**src/rtl/ga_sync_pkg.sv**
```systemverilog
// -----------------------------------------------------------------------------
// ga_sync_pkg
// Shared constants and types for the gate-array sync / raster-interrupt block.
//   GA_INT_LINES      : lines per raster interrupt (52 -> 300 Hz at 15.6 kHz)
//   GA_INT_VS_THRESH  : minimum line count for an interrupt at vertical sync
//   GA_*_DEF          : default monitor sync delay / width values
//   ga_mode_t         : 2-bit screen mode
//   ga_sat_inc4       : 4-bit saturating increment used by the HSYNC delay
// -----------------------------------------------------------------------------
package ga_sync_pkg;

   localparam logic [5:0] GA_INT_LINES     = 6'd52;
   localparam logic [5:0] GA_INT_VS_THRESH = 6'd32;

   localparam int unsigned GA_HS_DELAY_DEF = 32'd2;
   localparam int unsigned GA_HS_WIDTH_DEF = 32'd4;
   localparam int unsigned GA_VS_DELAY_DEF = 32'd2;
   localparam int unsigned GA_VS_WIDTH_DEF = 32'd4;

   typedef enum logic [1:0] {
      MODE0 = 2'd0,
      MODE1 = 2'd1,
      MODE2 = 2'd2,
      MODE3 = 2'd3
   } ga_mode_t;

   // Increment that sticks at 15 so the delay counter never wraps.
   function automatic logic [3:0] ga_sat_inc4(input logic [3:0] v);
      ga_sat_inc4 = (v == 4'hF) ? 4'hF : (v + 4'd1);
   endfunction

endpackage

```
**src/rtl/ga_edge_sync.sv**
```systemverilog
// -----------------------------------------------------------------------------
// ga_edge_sync
// CLKEN-gated sampler for one CRTC sync line plus rise/fall detection.
// The edge strobes are only asserted on a CLKEN cycle.
//   i_clk    : system clock
//   i_rst    : synchronous active-high reset
//   i_clken  : character-rate enable
//   i_sig    : CRTC sync input
//   o_rise   : i_sig high while the sampled copy is low (CLKEN cycle)
//   o_fall   : i_sig low while the sampled copy is high (CLKEN cycle)
// -----------------------------------------------------------------------------
module ga_edge_sync
   import ga_sync_pkg::*;
(
   input  logic i_clk,
   input  logic i_rst,
   input  logic i_clken,
   input  logic i_sig,
   output logic o_rise,
   output logic o_fall
);

   logic r_q;

   // Sample the sync line once per character tick.
   always_ff @(posedge i_clk) begin
      if (i_rst) begin
         r_q <= 1'b0;
      end else if (i_clken) begin
         r_q <= i_sig;
      end else begin
         r_q <= r_q;
      end
   end

   assign o_rise = i_clken &  i_sig & ~r_q;
   assign o_fall = i_clken & ~i_sig &  r_q;

endmodule

```
**src/rtl/ga_sync.sv**
```systemverilog
// -----------------------------------------------------------------------------
// ga_sync
// Gate-array sync and raster-interrupt block. Consumes the CRTC character-rate
// HSYNC/VSYNC and produces delayed, width-limited monitor syncs, the 52-line
// Z80 raster interrupt and the per-line screen mode.
//
// Ports:
//   CLOCK       system clock
//   RESET       synchronous active-high reset (not CLKEN-gated)
//   CLKEN       character-rate enable shared with the CRTC
//   CRTC_HSYNC  CRTC horizontal sync
//   CRTC_VSYNC  CRTC vertical sync
//   INT_ACK     one-clock Z80 interrupt acknowledge
//   INT_CLR     one-clock RMR write with bit 4 set
//   MODE_IN     screen mode from RMR
//   HSYNC       monitor horizontal sync (registered)
//   VSYNC       monitor vertical sync (registered)
//   INT         Z80 interrupt request, level (registered)
//   MODE        effective screen mode
//   LINE_CNT    interrupt line counter (registered)
//
// Build option GA_MODE_LATCH_EN: when defined MODE is captured from MODE_IN on
// the clock where HSYNC rises; otherwise MODE follows MODE_IN directly.
// -----------------------------------------------------------------------------
module ga_sync
   import ga_sync_pkg::*;
#(
   parameter int unsigned HS_DELAY = GA_HS_DELAY_DEF,
   parameter int unsigned HS_WIDTH = GA_HS_WIDTH_DEF,
   parameter int unsigned VS_DELAY = GA_VS_DELAY_DEF,
   parameter int unsigned VS_WIDTH = GA_VS_WIDTH_DEF
)(
   input  logic       CLOCK,
   input  logic       RESET,
   input  logic       CLKEN,
   input  logic       CRTC_HSYNC,
   input  logic       CRTC_VSYNC,
   input  logic       INT_ACK,
   input  logic       INT_CLR,
   input  logic [1:0] MODE_IN,
   output logic       HSYNC,
   output logic       VSYNC,
   output logic       INT,
   output logic [1:0] MODE,
   output logic [5:0] LINE_CNT
);

   localparam logic [3:0] L_HS_ON  = 4'(HS_DELAY);
   localparam logic [3:0] L_HS_OFF = 4'(HS_DELAY + HS_WIDTH);
   localparam logic [2:0] L_VS_ON  = 3'(VS_DELAY);
   localparam logic [2:0] L_VS_OFF = 3'(VS_DELAY + VS_WIDTH);

   logic       w_hs_rise, w_hs_fall;
   logic       w_vs_rise, w_vs_fall;

   logic [3:0] r_hdly;
   logic [3:0] w_hdly_inc;
   logic       w_hs_on, w_hs_off;
   logic       r_hsync;

   logic       r_armed;
   logic [2:0] r_vcnt;
   logic [2:0] w_vcnt_inc;
   logic       w_vs_adv, w_vs_int;
   logic       r_vsync;

   logic [5:0] r_line_cnt;
   logic [5:0] w_cnt_inc;
   logic [5:0] w_cnt_ev;
   logic       w_int_set;
   logic       r_int;

   ga_edge_sync u_hs_edge (
      .i_clk   (CLOCK),
      .i_rst   (RESET),
      .i_clken (CLKEN),
      .i_sig   (CRTC_HSYNC),
      .o_rise  (w_hs_rise),
      .o_fall  (w_hs_fall)
   );

   ga_edge_sync u_vs_edge (
      .i_clk   (CLOCK),
      .i_rst   (RESET),
      .i_clken (CLKEN),
      .i_sig   (CRTC_VSYNC),
      .o_rise  (w_vs_rise),
      .o_fall  (w_vs_fall)
   );

   // ---------------------------------------------------------------- horizontal
   assign w_hdly_inc = ga_sat_inc4(r_hdly);

   // "Reaches" means the counter steps onto the value, so a saturated counter
   // sitting at 15 never re-fires a threshold.
   assign w_hs_on  = CLKEN & CRTC_HSYNC & ~w_hs_rise &
                     (r_hdly != L_HS_ON) & (w_hdly_inc == L_HS_ON);
   assign w_hs_off = (CLKEN & ~w_hs_rise &
                      (r_hdly != L_HS_OFF) & (w_hdly_inc == L_HS_OFF)) | w_hs_fall;

   // Delay counter: restarts at each CRTC HSYNC rise, idles saturated at 15.
   always_ff @(posedge CLOCK) begin
      if (RESET) begin
         r_hdly <= 4'hF;
      end else if (w_hs_rise) begin
         r_hdly <= 4'h0;
      end else if (CLKEN) begin
         r_hdly <= w_hdly_inc;
      end else begin
         r_hdly <= r_hdly;
      end
   end

   // Monitor HSYNC: end of width or CRTC fall wins over the start condition.
   always_ff @(posedge CLOCK) begin
      if (RESET) begin
         r_hsync <= 1'b0;
      end else if (w_hs_off) begin
         r_hsync <= 1'b0;
      end else if (w_hs_on) begin
         r_hsync <= 1'b1;
      end else begin
         r_hsync <= r_hsync;
      end
   end

   // ------------------------------------------------------------------ vertical
   assign w_vcnt_inc = r_vcnt + 3'd1;
   // While armed the sampled VSYNC is high, so a vs_fall is the "sampled low"
   // end condition; it suppresses any HSYNC fall counted in the same tick.
   assign w_vs_adv   = w_hs_fall & r_armed & ~w_vs_fall & ~w_vs_rise;
   assign w_vs_int   = w_vs_adv & (w_vcnt_inc == L_VS_ON);

   // Armed window: counts CRTC HSYNC falls after a VSYNC rise.
   always_ff @(posedge CLOCK) begin
      if (RESET) begin
         r_armed <= 1'b0;
         r_vcnt  <= 3'd0;
         r_vsync <= 1'b0;
      end else if (w_vs_rise) begin
         r_armed <= 1'b1;
         r_vcnt  <= 3'd0;
         r_vsync <= 1'b0;
      end else if (r_armed & w_vs_fall) begin
         r_armed <= 1'b0;
         r_vsync <= 1'b0;
      end else if (w_vs_adv) begin
         r_vcnt <= w_vcnt_inc;
         if (w_vcnt_inc == L_VS_ON) begin
            r_vsync <= 1'b1;
         end else if (w_vcnt_inc == L_VS_OFF) begin
            r_vsync <= 1'b0;
            r_armed <= 1'b0;
         end else begin
            r_vsync <= r_vsync;
         end
      end else begin
         r_armed <= r_armed;
         r_vcnt  <= r_vcnt;
         r_vsync <= r_vsync;
      end
   end

   // ----------------------------------------------------------------- interrupt
   // Counter-event value for this clock; equals LINE_CNT when nothing happens.
   always_comb begin
      w_cnt_inc = r_line_cnt + 6'd1;
      w_cnt_ev  = r_line_cnt;
      w_int_set = 1'b0;
      if (w_vs_int) begin
         w_cnt_ev  = 6'd0;
         w_int_set = (r_line_cnt >= GA_INT_VS_THRESH);
      end else if (w_hs_fall) begin
         if (w_cnt_inc == GA_INT_LINES) begin
            w_cnt_ev  = 6'd0;
            w_int_set = 1'b1;
         end else begin
            w_cnt_ev  = w_cnt_inc;
         end
      end else begin
         w_cnt_ev  = r_line_cnt;
      end
   end

   // Interrupt state: clear > counter-set > acknowledge (ack also drops bit 5).
   always_ff @(posedge CLOCK) begin
      if (RESET) begin
         r_int      <= 1'b0;
         r_line_cnt <= 6'd0;
      end else if (INT_CLR) begin
         r_int      <= 1'b0;
         r_line_cnt <= 6'd0;
      end else if (w_int_set) begin
         r_int      <= 1'b1;
         r_line_cnt <= w_cnt_ev;
      end else if (INT_ACK) begin
         r_int      <= 1'b0;
         r_line_cnt <= {1'b0, w_cnt_ev[4:0]};
      end else begin
         r_int      <= r_int;
         r_line_cnt <= w_cnt_ev;
      end
   end

   // ---------------------------------------------------------------------- mode
`ifdef GA_MODE_LATCH_EN
   ga_mode_t r_mode;
   logic     w_hsync_up;

   assign w_hsync_up = w_hs_on & ~w_hs_off & ~r_hsync;

   // Capture the mode as the monitor line starts so changes apply next line.
   always_ff @(posedge CLOCK) begin
      if (RESET) begin
         r_mode <= MODE0;
      end else if (w_hsync_up) begin
         r_mode <= ga_mode_t'(MODE_IN);
      end else begin
         r_mode <= r_mode;
      end
   end

   assign MODE = r_mode;
`else
   assign MODE = MODE_IN;
`endif

   assign HSYNC    = r_hsync;
   assign VSYNC    = r_vsync;
   assign INT      = r_int;
   assign LINE_CNT = r_line_cnt;

endmodule

```
**config.mk**
```make
export PLATFORM = sky130hd
export DESIGN_NAME = ga_sync
export DESIGN_NICKNAME = d
export VERILOG_FILES = /design/src/rtl/ga_sync_pkg.sv /design/src/rtl/ga_edge_sync.sv /design/src/rtl/ga_sync.sv
export SDC_FILE = /design/constraint.sdc
export NUM_CORES = 1
export LEC_CHECK = 0
export CAP_MARGIN = 20
export CORE_UTILIZATION = 30
export CTS_CLUSTER_DIAMETER = 80
export DETAILED_ROUTE_END_ITERATION = 10
export PLACE_DENSITY_LB_ADDON = 0.12
export REMOVE_ABC_BUFFERS = 1
export SYNTH_ARGS = -nofsm -noshare
export SYNTH_HDL_FRONTEND = slang
export SYNTH_SLANG_ARGS = --single-unit
```
**constraint.sdc**
```tcl
create_clock -name CLOCK -period 1.7 [get_ports CLOCK]
set_clock_uncertainty 0.1 [all_clocks]
set_input_delay 0.51 -clock CLOCK [delete_from_list [all_inputs] [get_ports CLOCK]]
set_output_delay 0.51 -clock CLOCK [all_outputs]
set_load 0.03 [all_outputs]
```
==> results.md, run 1 <==
Global route:
- The via count of the first global-routing pass is 975.
- Global routing finished with a remaining overflow of 0.
- The initial antenna violation count is 0.
- The pin count of the biggest net entering global routing is 12.
- The global-route wire length before repair is 4.08 mm.
- The overall routing resource usage is 13.2%.

Synth:
- The count of state elements after synthesis is 19.
- The most used flip-flop cell after synthesis is dfxtp_1.
- Of the post-synthesis cell area, the dominant cell type holds 34.7%.
- For this run, asynchronously set or reset flops after synthesis account for 0%.
- The area of the mapped netlist is 1100 um2.
- For this run, the register share of the synthesized area comes to 34.7%.
- For this run, the number of Yosys warnings is 0.
- The synthesized design contains 0 enable-type register cells.
- The number of unique standard cell types used by synthesis is 41.
- The mean cell area of the mapped netlist is 8.84 um2.
- By area the synthesized netlist is led by dfxtp_1 (35%), ha_1 (6.8%), nor2_1 (4.8%).
- The biggest area contributor in the post-synthesis netlist is dfxtp_1.
- Synthesis handed over a netlist of 124 instances.

Final layout:
- The number of nets at the end of the flow is 180.
- The total inserted antenna cells is 0.
- The total of fill cells in the finished design is 360.
- The final instance area is 1510 um2.
- The register with the most flip-flops in the layout has 6 of them.
- The area added between synthesis and finish is 38.0%.
- The proportion of layout cells with a drive suffix above 1 is 30.5%.

Worst setup path:
- The startpoint class of the critical path is a flip-flop.
- The total buffers and inverters traversed by the critical path is 1.
- For this run, the slowest stage of the critical path takes 0.37 ns.
- The worst endpoint data arrival time is 1.03 ns.
- The data required time of the worst path is 1.09 ns.
- Along the worst path, the maximum fanout reaches 2.
- The signal on the critical path passes through clkdlybuf4s15_1.
- The worst-path cell with the longest stage delay is clkdlybuf4s15_1.
- STA classifies the critical path endpoint as a primary output.
- The worst setup path is of the flip-flop to primary output kind.
- The largest delay contributor family on the critical path is buffers and inverters.

Job:
- The number of max-cap violations is 0.

Timing:
- The final hold violation count is 0.
- Setup repair after global routing could not meet its margin everywhere.
- The final-layout worst hold slack is 0.387 ns.
- Based on the critical path, the design can be clocked at up to 609 MHz.
- The final critical path takes up 96.6% of the cycle.
- The worst path in the final design needs a cycle of 1.64 ns, including I/O delays and setup.
- The number of max-slew violations in the final report was 0.
- For the pin with the worst max-slew slack, the measured transition is 0.302 ns.
- The relative slew slack is 79.9%.
- The number of failing setup endpoints in the final timing report is 0.

Detailed routing:
- After detailed routing, the total wire length is 2.37 mm.
- The first routing iteration left 14 violations.
- The via total after detailed routing is 998.
- The first detailed-routing pass took 4 iterations.
- The detailed-route DRC error count is 0.
- In the routed layout, each cell is associated on average with a via count of 4.75.
- In this run the remaining antenna-violating nets after routing total 0.
- The final routed wire length divided by cell count is 11.3 um.

Placement:
- The placed instance area is 1450 um2.
- Detailed placement ended at an HPWL of 1.85 mm.
- The final estimated routing congestion in global placement is 0.713.
- During placement, the flow inserted port buffers numbering 15.

Die:
- The y dimension of the die is 62.4 um.
- The number of cell rows is 21.
- The core footprint is 3420 um2.
- Once the floorplan was initialized, standard cells occupied 32.1% of the core.
- The die boundary width is 62.4 um.
- The area of the die is 3900 um2.
- The number of top-level pins is 20.

Clock network:
- TritonCTS built the clock tree.
- CTS built an H-tree with a depth of 1.
- Clock tree synthesis inserted a total of 3 buffers.
- The worst-case clock buffer depth is 2.
- The post-CTS clock slew at the launch and capture registers of the worst setup and hold paths is 0.12 ns.
- The clock reaches the later pin of the worst-skew pair after 0.31 ns.
- The quantity of hold-fixing buffers added after cts is 0.
- The number of sinks handled by clock tree synthesis is 19.
- The master cell of the clock root buffer is clkbuf_4.

Pwr:
- The reported leakage power is 0.644 nW.
- The post-route total power is 0.000935 W.
- Power spread over the standard cell area amounts to 618 nW/um2.
- The highest ir drop seen on vdd is 0.238 mV.

Worst hold path:
- The path class of the lowest-slack min-delay path is flip-flop to flip-flop.

Run status:
- The flow ran to the end, and the final reports show no timing, DRC or antenna violations.
path summary, 6_finish.rpt:
| check | from | endpoint | slack, ns | depth (start not counted) |
|---|---|---|---|---|
| setup / recovery | INT | INT | 0.06 | 1 |
| hold / removal | VSYNC | VSYNC | 0.39 | 2 |
| setup reg to reg | r_hdly[1] | HSYNC | 0.07 | 6 |
| hold reg to reg | VSYNC | VSYNC | 0.39 | 2 |
cell type report:
cell class,instances,area [um2],area share (%)
clock inverter,1,5.00,0.331
sequential,19,383,25.3
clock buffer,3,22.5,1.49
multi-input combinational,93,696,46.0
tap,46,57.6,3.80
timing repair buffer,41,323,21.3
inverter,7,26.3,1.74
per-layer routing:
layer | share of wire (%) | track usage, % | vias up
met4 | 2.0 | 6.10 | 0
met1 | 49 | 16.7 | 462
met3 | 2.9 | 2.19 | 5
met2 | 46 | 21.6 | 14
li1 | - | - | 517
met5 | 0 | 0 | -
cell usage after synthesis, types with 3 or more instances:
master / n
a21oi_1: 5
dfxtp_1: 19
ha_1: 6
inv_1: 5
mux2i_1: 4
nand2_1: 8
nand3_1: 7
nor2_1: 14
nor2b_1: 3
xnor2_1: 5
xor2_1: 3
timing repair:
item / 4_1_cts / 5_1_grt
endpoints found under the setup margin: 9 / 5
gates resized for setup: 8 / 14
pin swaps: 4 / 3
buffers inserted: 1 / 0
layout by cell type, fill, tap and decap left out, types with 4 or more instances in the layout:
| master | Yosys | routed |
|---|---|---|
| buf_4 | 2 | 29 |
| inv_1 | 5 | 5 |
| dfxtp_1 | 19 | 17 |
| nand3_1 | 7 | 7 |
| mux2i_1 | 4 | 4 |
| a21oi_1 | 5 | 5 |
| nand2_1 | 8 | 8 |
| ha_1 | 6 | 4 |
| clkdlybuf4s50_1 | 0 | 4 |
| nor2_1 | 14 | 14 |
| xnor2_1 | 5 | 5 |
logic make-up (layout without fill, tap and decap cells):
family | Yosys count | after routing | share of synthesized area, %
AND/OR/NAND/NOR | 50 | 50 | 24.4
AO/OA/AOI/OAI | 25 | 25 | 19.2
flip-flops | 19 | 19 | 34.7
buffers and inverters | 12 | 52 | 4.79
XOR/XNOR | 8 | 8 | 6.39
adder cells (fa/ha/maj) | 6 | 6 | 6.85
multiplexers | 4 | 4 | 3.65
worst min-delay path: cells and delay by family (launching register included):
family	cells	cell delay (ns)
AOI/OAI and AO/OA	1	0.06
DFF	1	0.34
and+or+nand+nor	1	0.05
power by group:
| part | switching (W) | internal [W] |
|---|---|---|
| Combinational | 0.0000958 | 0.000127 |
| Clock | 0.000149 | 0.0000880 |
| Sequential | 0.0000157 | 0.000460 |
| Total | 0.000260 | 0.000675 |
per-stage QoR:
stage / setup WS [ns] / util, % / setup TNS (ns) / cells
2_1_floorplan: -0.112 / - / -0.112 / 119
3_3_place_gp: -0.371 / 42.5 / -5.04 / 205
3_5_place_dp: -0.355 / 42.5 / -4.81 / 205
4_1_cts: 0.00107 / 43.4 / 0 / 210
5_1_grt: -0.0711 / 44.3 / -0.0711 / 210
6_report: 0.0581 / 44.3 / 0 / 210
(Power assumes the default switching activity.)
==> run 2: changes to the inputs <==
--- a/config.mk
+++ b/config.mk
@@ -9,7 +9,9 @@
 export CORE_UTILIZATION = 30
 export CTS_CLUSTER_DIAMETER = 80
 export DETAILED_ROUTE_END_ITERATION = 10
+export DONT_BUFFER_PORTS = 1
 export PLACE_DENSITY_LB_ADDON = 0.12
+export RECOVER_POWER = 25
 export REMOVE_ABC_BUFFERS = 1
 export SYNTH_ARGS = -nofsm -noshare
 export SYNTH_HDL_FRONTEND = slang
==> run 2 against run 1 <==
Fmax rose by 3.9%. Routed wire length down 5.3%. Design area down 16%. Flip-flop and latch count stayed put. Via count decreased by 8.4%. Critical path type unchanged.
==> results.md, run 2 (synthesis gave the netlist of run 1 again) <==
Die:
- The y dimension of the die was 62.4 um (unchanged).
- The starting utilization of the core area is 32.1% (unchanged).
- The number of top-level pins came to 20 (unchanged).
- The die boundary width is 62.4 um (unchanged).
- The area of the die is 3900 um2 (unchanged).
- The core footprint came to 3420 um2 (unchanged).
- The number of cell rows is 21 (unchanged).

Worst setup path:
- The count of cell instances traversed by the critical path is 1 (unchanged).
- The data required time of the worst path is 1.09 ns (about the same).
- The startpoint class of the critical path is a flip-flop.
- Grouping stages by cell kind, the critical path spends the most delay in flip-flops.
- The critical path goes through buf_4.
- The critical path is of the flip-flop to primary output type.
- The delay contributed by the slowest stage of the critical path is 0.46 ns (+0.09 ns).
- In this run the critical register-to-register path is captured at HSYNC.
- The worst-path cell with the longest stage delay is dfxtp_1.
- In this run the worst setup path terminates at LINE_CNT[2].
- The worst endpoint data arrival time was 0.97 ns (-0.06 ns).
- The largest fanout on the critical path is 6 (+4).
- The number of cells on the worst reg-to-reg path is 5 (-1).
- The kind of end point of the critical path is a primary output.
- The reg2reg setup slack is 0.18 ns (+0.11 ns).
- The total buffers and inverters traversed by the critical path was 1 (unchanged).
- In this run the worst setup path begins at LINE_CNT[2].
- The source of the worst register-to-register timing path is r_hdly[1].

Final layout:
- The library cell used most frequently in the layout, excluding fill and tap cells, is dfxtp_1.
- The proportion of layout cells with a drive suffix above 1 is 21.2% (-9.3 points).
- The final cell count without fillers is 183 (-13%).
- The total of fill cells in the finished design is 361 (+0.28%).
- Leaving out fill and tap cells, the most frequent cells in the layout are dfxtp_1 (17), nor2_1 (14), buf_4 (14).
- The area growth from synthesis to layout is 16.1%.
- The number of flip-flops in the largest register was 6 (unchanged).
- The total inserted antenna cells is 0 (unchanged).
- The register area is 383 um2 (unchanged).
- The multi-input combinational cell area came to 673 um2 (-3.2%).
- The number of nets at the end of the flow came to 153 (-15%).
- The final design utilization came to 37.3% (-7.0 points).
- The final instance area came to 1270 um2 (-16%).

Detailed routing:
- The detailed router's first-iteration violation count was 44 (+30).
- The mean number of vias per cell is 4.99 (+5.1%).
- The via total after detailed routing is 914 (-8.4%).
- The number of iterations in the first detailed-routing pass is 4 (unchanged).
- The number of antenna-violating nets in the routed design is 0 (unchanged).
- The final routed wire length divided by cell count is 12.3 um (+8.7%).
- The post-detailed-routing wire length came to 2.25 mm (-5.3%).
- The detailed-route DRC error count was 0 (unchanged).

Timing:
- The final-layout worst hold slack is 0.162 ns (-0.225 ns).
- The relative slew slack is 71.0% (-9.0 points).
- The number of max-slew violations in the final report is 0 (unchanged).
- The worst setup margin is 0.120 ns (+0.0614 ns).
- The number of failing setup endpoints in the final timing report is 0 (unchanged).
- The highest attainable clock frequency is 633 MHz (+3.9%).
- The post-route minimum period is 1.58 ns (-0.0614 ns).
- The post-route fraction of the period consumed by the critical path came to 93.0% (-3.6 points).
- Setup repair after global routing left no endpoint under its margin.
- The final hold violation count is 0 (unchanged).
- The worst-margin pin slew is 0.435 ns (+0.133 ns).

Clock network:
- The total number of H-tree levels is 1 (unchanged).
- The number of buffers created by CTS came to 3 (unchanged).
- The later-pin clock latency in the skew report is 0.30 ns (about the same).
- TritonCTS built the clock tree.
- The total setup buffers inserted after CTS is 0 (-1).
- The worst-case clock buffer depth is 2 (unchanged).
- The post-CTS clock slew at the launch and capture registers of the worst setup and hold paths is 0.12 ns (about the same).
- The number of sinks handled by clock tree synthesis came to 19 (unchanged).
- The master cell of the clock root buffer is clkbuf_4.

Pwr:
- The highest ir drop seen on vdd is 0.292 mV (+22%).
- The cell area power density is 681 nW/um2 (+10%).
- The reported leakage power is 0.511 nW (-21%).

Global route:
- The initial antenna violation count is 0 (unchanged).
- The via count of the first global-routing pass was 897 (-8.0%).
- The overall routing resource usage came to 12.9% (-0.22 points).
- The leftover overflow at the end of global routing came to 0 (unchanged).
- The pin count of the biggest net entering global routing is 15 (+3).
- The global-route wire length before repair came to 3.97 mm (-2.5%).

Job:
- The number of max-cap violations was 0 (unchanged).

Run status:
- The flow ran to the end, and the final reports show no timing, DRC or antenna violations.

Placement:
- The post-detailed-placement half-perimeter wirelength is 1.71 mm (-8.0%).
- The final estimated routing congestion in global placement is 0.847 (+19%).
- The number of placed cells counting well taps is 179 (-13%).
- The placed instance area was 1230 um2 (-15%).
- The minimum setup slack after placement was -0.0753 ns (+0.280 ns).
- The number of buffer cells added on primary ports is 0 (-15).

Worst hold path:
- The path class of the lowest-slack min-delay path is input port to flip-flop.
[run 2: cell types whose count changed in the layout (fill, tap and decap cells not counted), moves of 2 or more]
cell	before	now
ha_4	2	0
dlygate4sd2_1	2	0
buf_6	2	0
clkbuf_2	3	0
buf_4	29	14
clkdlybuf4s50_1	4	0
[run 2: through the flow]
stage / setup TNS, ns / total power, W
finish: 0 / 0.000867
floorplan: -0.112 / 0.000583
global placement: -0.0461 / 0.000631
CTS: 0 / 0.000878
global route: 0 / 0.000919
detailed placement: -0.0753 / 0.000632
[run 2: routing by layer]
| metal | global-route usage (%) | routed length (um) | vias to the layer above |
|---|---|---|---|
| met2 | 22.1 | 1040 | 18 |
| met4 | 5.23 | 38 | 0 |
| met1 | 15.8 | 1070 | 427 |
| met3 | 2.37 | 101 | 4 |
| li1 | - | - | 465 |
| met5 | 0 | 0 | - |
[run 2: worst min path at each step]
| stage | end | depth (start not counted) | startpoint | slack, ns |
|---|---|---|---|---|
| finish | u_hs_edge.r_q | 1 | RESET | 0.16 |
| global route | u_hs_edge.r_q | 1 | RESET | 0.15 |
| CTS | HSYNC | 1 | RESET | 0.14 |
| detailed placement | r_vcnt[2] | 2 | r_vcnt[2] | 0.42 |
| global placement | r_vcnt[1] | 2 | r_vcnt[1] | 0.40 |
| floorplan | u_vs_edge.r_q | 2 | u_vs_edge.r_q | 0.39 |
[run 2: timing repair]
action / in CTS / in global routing
pin swaps: 2 / 3
gates resized for setup: 3 / 2
endpoints found under the setup margin: 1 / 1
hold buffers: 0 / 0
[run 2: cell type report]
class                           instances  share of cell area (%)
Sequential cell                        19                    30.1
Timing Repair Buffer                   14                    8.26
Multi-Input combinational cell         93                    52.9
Inverter                                7                    2.06
Tap cell                               46                    4.52
Clock buffer                            3                    1.77
Clock inverter                          1                   0.393
[run 2: report_power, final]
| part | leakage (nW) | switching [W] | total, W | internal, W |
|---|---|---|---|---|
| logic | 0.339 | 0.0000732 | 0.000154 | 0.0000809 |
| clock network | 0.0177 | 0.000150 | 0.000237 | 0.0000877 |
| registers | 0.154 | 0.0000149 | 0.000475 | 0.000460 |
| total | 0.511 | 0.000238 | 0.000867 | 0.000629 |
==> run 3: changes to the inputs <==
--- a/config.mk
+++ b/config.mk
@@ -7,6 +7,7 @@
 export LEC_CHECK = 0
 export CAP_MARGIN = 20
 export CORE_UTILIZATION = 30
+export CTS_BUF_LIST = sky130_fd_sc_hd__clkbuf_16
 export CTS_CLUSTER_DIAMETER = 80
 export DETAILED_ROUTE_END_ITERATION = 10
 export DONT_BUFFER_PORTS = 1
==> run 3 against run 2 <==
First-iteration DRC count fell by 30%. Flip-flop and latch count did not move. Via count rose by 0.98%. Sequential power barely moved. Die area did not move. Largest power group is now the clock network.
==> results.md, run 3 (synthesis gave the netlist of run 1 again) <==
Worst setup path:
- The worst-path cell with the longest stage delay is dfxtp_2.
- The largest fanout on the critical path is 3 (-3).
- The cell family contributing the most delay on the critical path is compound AO/OA/AOI/OAI gates.
- STA classifies the critical path endpoint as a flip-flop.
- The delay contributed by the slowest stage of the critical path is 0.34 ns (-0.12 ns).
- The data required time of the worst path is 1.75 ns (+0.66 ns).
- The worst setup path is of the flip-flop to flip-flop kind.
- The count of cell instances traversed by the critical path is 5 (+4).
- The worst endpoint data arrival time is 1.61 ns (+0.64 ns).
- The number of cells on the worst reg-to-reg path is 5 (unchanged).
- The critical path goes through inv_2 > ha_1 > a2111oi_4 > a31oi_1 > a2111oi_2.
- The worst setup path is launched from a flip-flop.
- The total buffers and inverters traversed by the critical path is 1 (unchanged).

Final layout:
- The library cell used most frequently in the layout, excluding fill and tap cells, is dfxtp_1.
- The total inserted antenna cells is 0 (unchanged).
- The final cell count without fillers is 184 (+0.55%).
- The proportion of layout cells with a drive suffix above 1 is 21.0% (-0.15 points).
- The final design utilization is 38.9% (+1.7 points).
- The final instance area is 1330 um2 (+4.5%).
- The area added between synthesis and finish is 21.3%.
- Leaving out fill and tap cells, the most frequent cells in the layout are dfxtp_1 (17), buf_4 (15), nor2_1 (14).
- The number of flip-flops in the largest register is 6 (unchanged).
- The number of nets at the end of the flow came to 154 (+0.65%).

Timing:
- The number of failing setup endpoints in the final timing report is 0 (unchanged).
- The post-route fraction of the period consumed by the critical path came to 91.7% (-1.3 points).
- The post-route minimum period was 1.56 ns (-0.0224 ns).
- The number of max-slew violations in the final report is 0 (unchanged).
- The highest attainable clock frequency is 642 MHz (+1.4%).
- The relative slew slack came to 70.6% (-0.38 points).
- The final hold violation count is 0 (unchanged).
- The worst-margin pin slew is 0.441 ns (+0.00576 ns).
- Setup repair after global routing could not meet its margin everywhere.

Die:
- The number of cell rows is 21 (unchanged).
- The core footprint was 3420 um2 (unchanged).
- The die boundary width came to 62.4 um (unchanged).
- The area of the die is 3900 um2 (unchanged).
- The starting utilization of the core area is 32.1% (unchanged).
- The y dimension of the die is 62.4 um (unchanged).
- The number of top-level pins is 20 (unchanged).

Job:
- The number of max-cap violations is 0 (unchanged).

Clock network:
- The post-CTS clock slew at the launch and capture registers of the worst setup and hold paths is 0.06 ns (-0.06 ns).
- The CTS tree is yes.
- The later-pin clock latency in the skew report is 0.25 ns (-0.05 ns).
- The number of buffers created by CTS is 3 (unchanged).
- The master cell of the clock root buffer is clkbuf_16.
- The number of sinks handled by clock tree synthesis is 19 (unchanged).
- The worst-case clock buffer depth came to 2 (unchanged).
- The total number of H-tree levels was 1 (unchanged).

Placement:
- The placed instance area is 1230 um2 (unchanged).
- The post-detailed-placement half-perimeter wirelength is 1.71 mm (unchanged).
- The number of placed cells counting well taps came to 179 (unchanged).
- The final estimated routing congestion in global placement came to 0.847 (unchanged).
- The number of buffer cells added on primary ports is 0 (unchanged).

Detailed routing:
- The detailed router's first-iteration violation count is 31 (-30%).
- The post-detailed-routing wire length is 2.28 mm (+1.4%).
- The mean number of vias per cell is 5.02 (+0.44%).
- The detailed-route DRC error count is 0 (unchanged).
- The number of antenna-violating nets in the routed design came to 0 (unchanged).
- The via total after detailed routing was 923 (+0.98%).
- The number of iterations in the first detailed-routing pass came to 4 (unchanged).
- The final routed wire length divided by cell count is 12.4 um (+0.83%).

Global route:
- The pin count of the biggest net entering global routing is 15 (unchanged).
- The initial antenna violation count is 0 (unchanged).
- The leftover overflow at the end of global routing is 0 (unchanged).
- The overall routing resource usage is 13.1% (+0.15 points).
- The via count of the first global-routing pass is 906 (+1.0%).
- The global-route wire length before repair came to 4.02 mm (+1.0%).

Pwr:
- The highest ir drop seen on vdd is 0.369 mV (+26%).
- The reported leakage power came to 0.536 nW (+4.9%).
- The cell area power density was 843 nW/um2 (+24%).

Worst hold path:
- The path class of the lowest-slack min-delay path is input port to flip-flop.
- The depth of the worst hold-timing path was 1 (unchanged).

Run status:
- The run finished with clean final reports.
-- run 3: cell count changes in the layout (fill, tap and decap cells not counted) --
cell / delta
buf_4: +1
and2_4: -1
and2_1: +1
clkbuf_16: +3
clkbuf_4: -3
-- run 3: power by group --
group          switching (W)  internal, W  total, W
registers          0.0000146     0.000461  0.000475
clock network       0.000173     0.000315  0.000488
logic              0.0000748    0.0000827  0.000157
-- run 3: area by class of cell --
type	count	area, um2
Inverter	7	26.3
Timing Repair Buffer	15	113
Tap cell	46	57.6
Clock inverter	1	5.00
Multi-Input combinational cell	93	671
Clock buffer	3	75.1
Fill cell	357	2090
Sequential cell	19	383
-- run 3: per-stage QoR --
step | TNS, ns | total power, W | setup slack (ns) | hold slack [ns]
after global routing | -0.0263 | 0.00117 | -0.0263 | 0.224
after global placement | -0.0461 | 0.000631 | -0.0461 | 0.404
after floorplan | -0.112 | 0.000583 | -0.112 | 0.393
final | 0 | 0.00112 | 0.142 | 0.223
after detailed placement | -0.0753 | 0.000632 | -0.0753 | 0.424
after CTS | 0 | 0.00113 | 0.0150 | 0.217
-- run 3: timing repair --
item | 4_1_cts | 5_1_grt
buffers inserted | 0 | 1
endpoints found under the setup margin | 1 | 1
gates cloned | 0 | 0
gates resized for setup | 2 | 2
pin swaps | 2 | 3
hold buffers | 0 | 0
-- run 3: final timing paths --
| path | start | to | slack, ns |
|---|---|---|---|
| worst max-delay path | r_hdly[0] | HSYNC | 0.14 |
| worst min-delay path | RESET | u_vs_edge.r_q | 0.22 |
| worst max register to register | r_hdly[0] | HSYNC | 0.14 |
| worst min register to register | r_vcnt[1] | r_vcnt[1] | 0.43 |
-- run 3: routing by layer --
metal / wire (um) / part of all wire, % / track usage (%)
met1: 1070 / 47 / 16.0
met2: 1060 / 46 / 22.1
met3: 107 / 4.7 / 2.92
met4: 40 / 1.8 / 5.23
met5: 0 / 0 / 0
-- run 3: worst register-to-register path: stages, from the launching register on --
cell and delay (ns):
dfxtp_2 0.34, inv_2 0.04, ha_1 0.34, a2111oi_4 0.30, a31oi_1 0.14, a2111oi_2 0.21
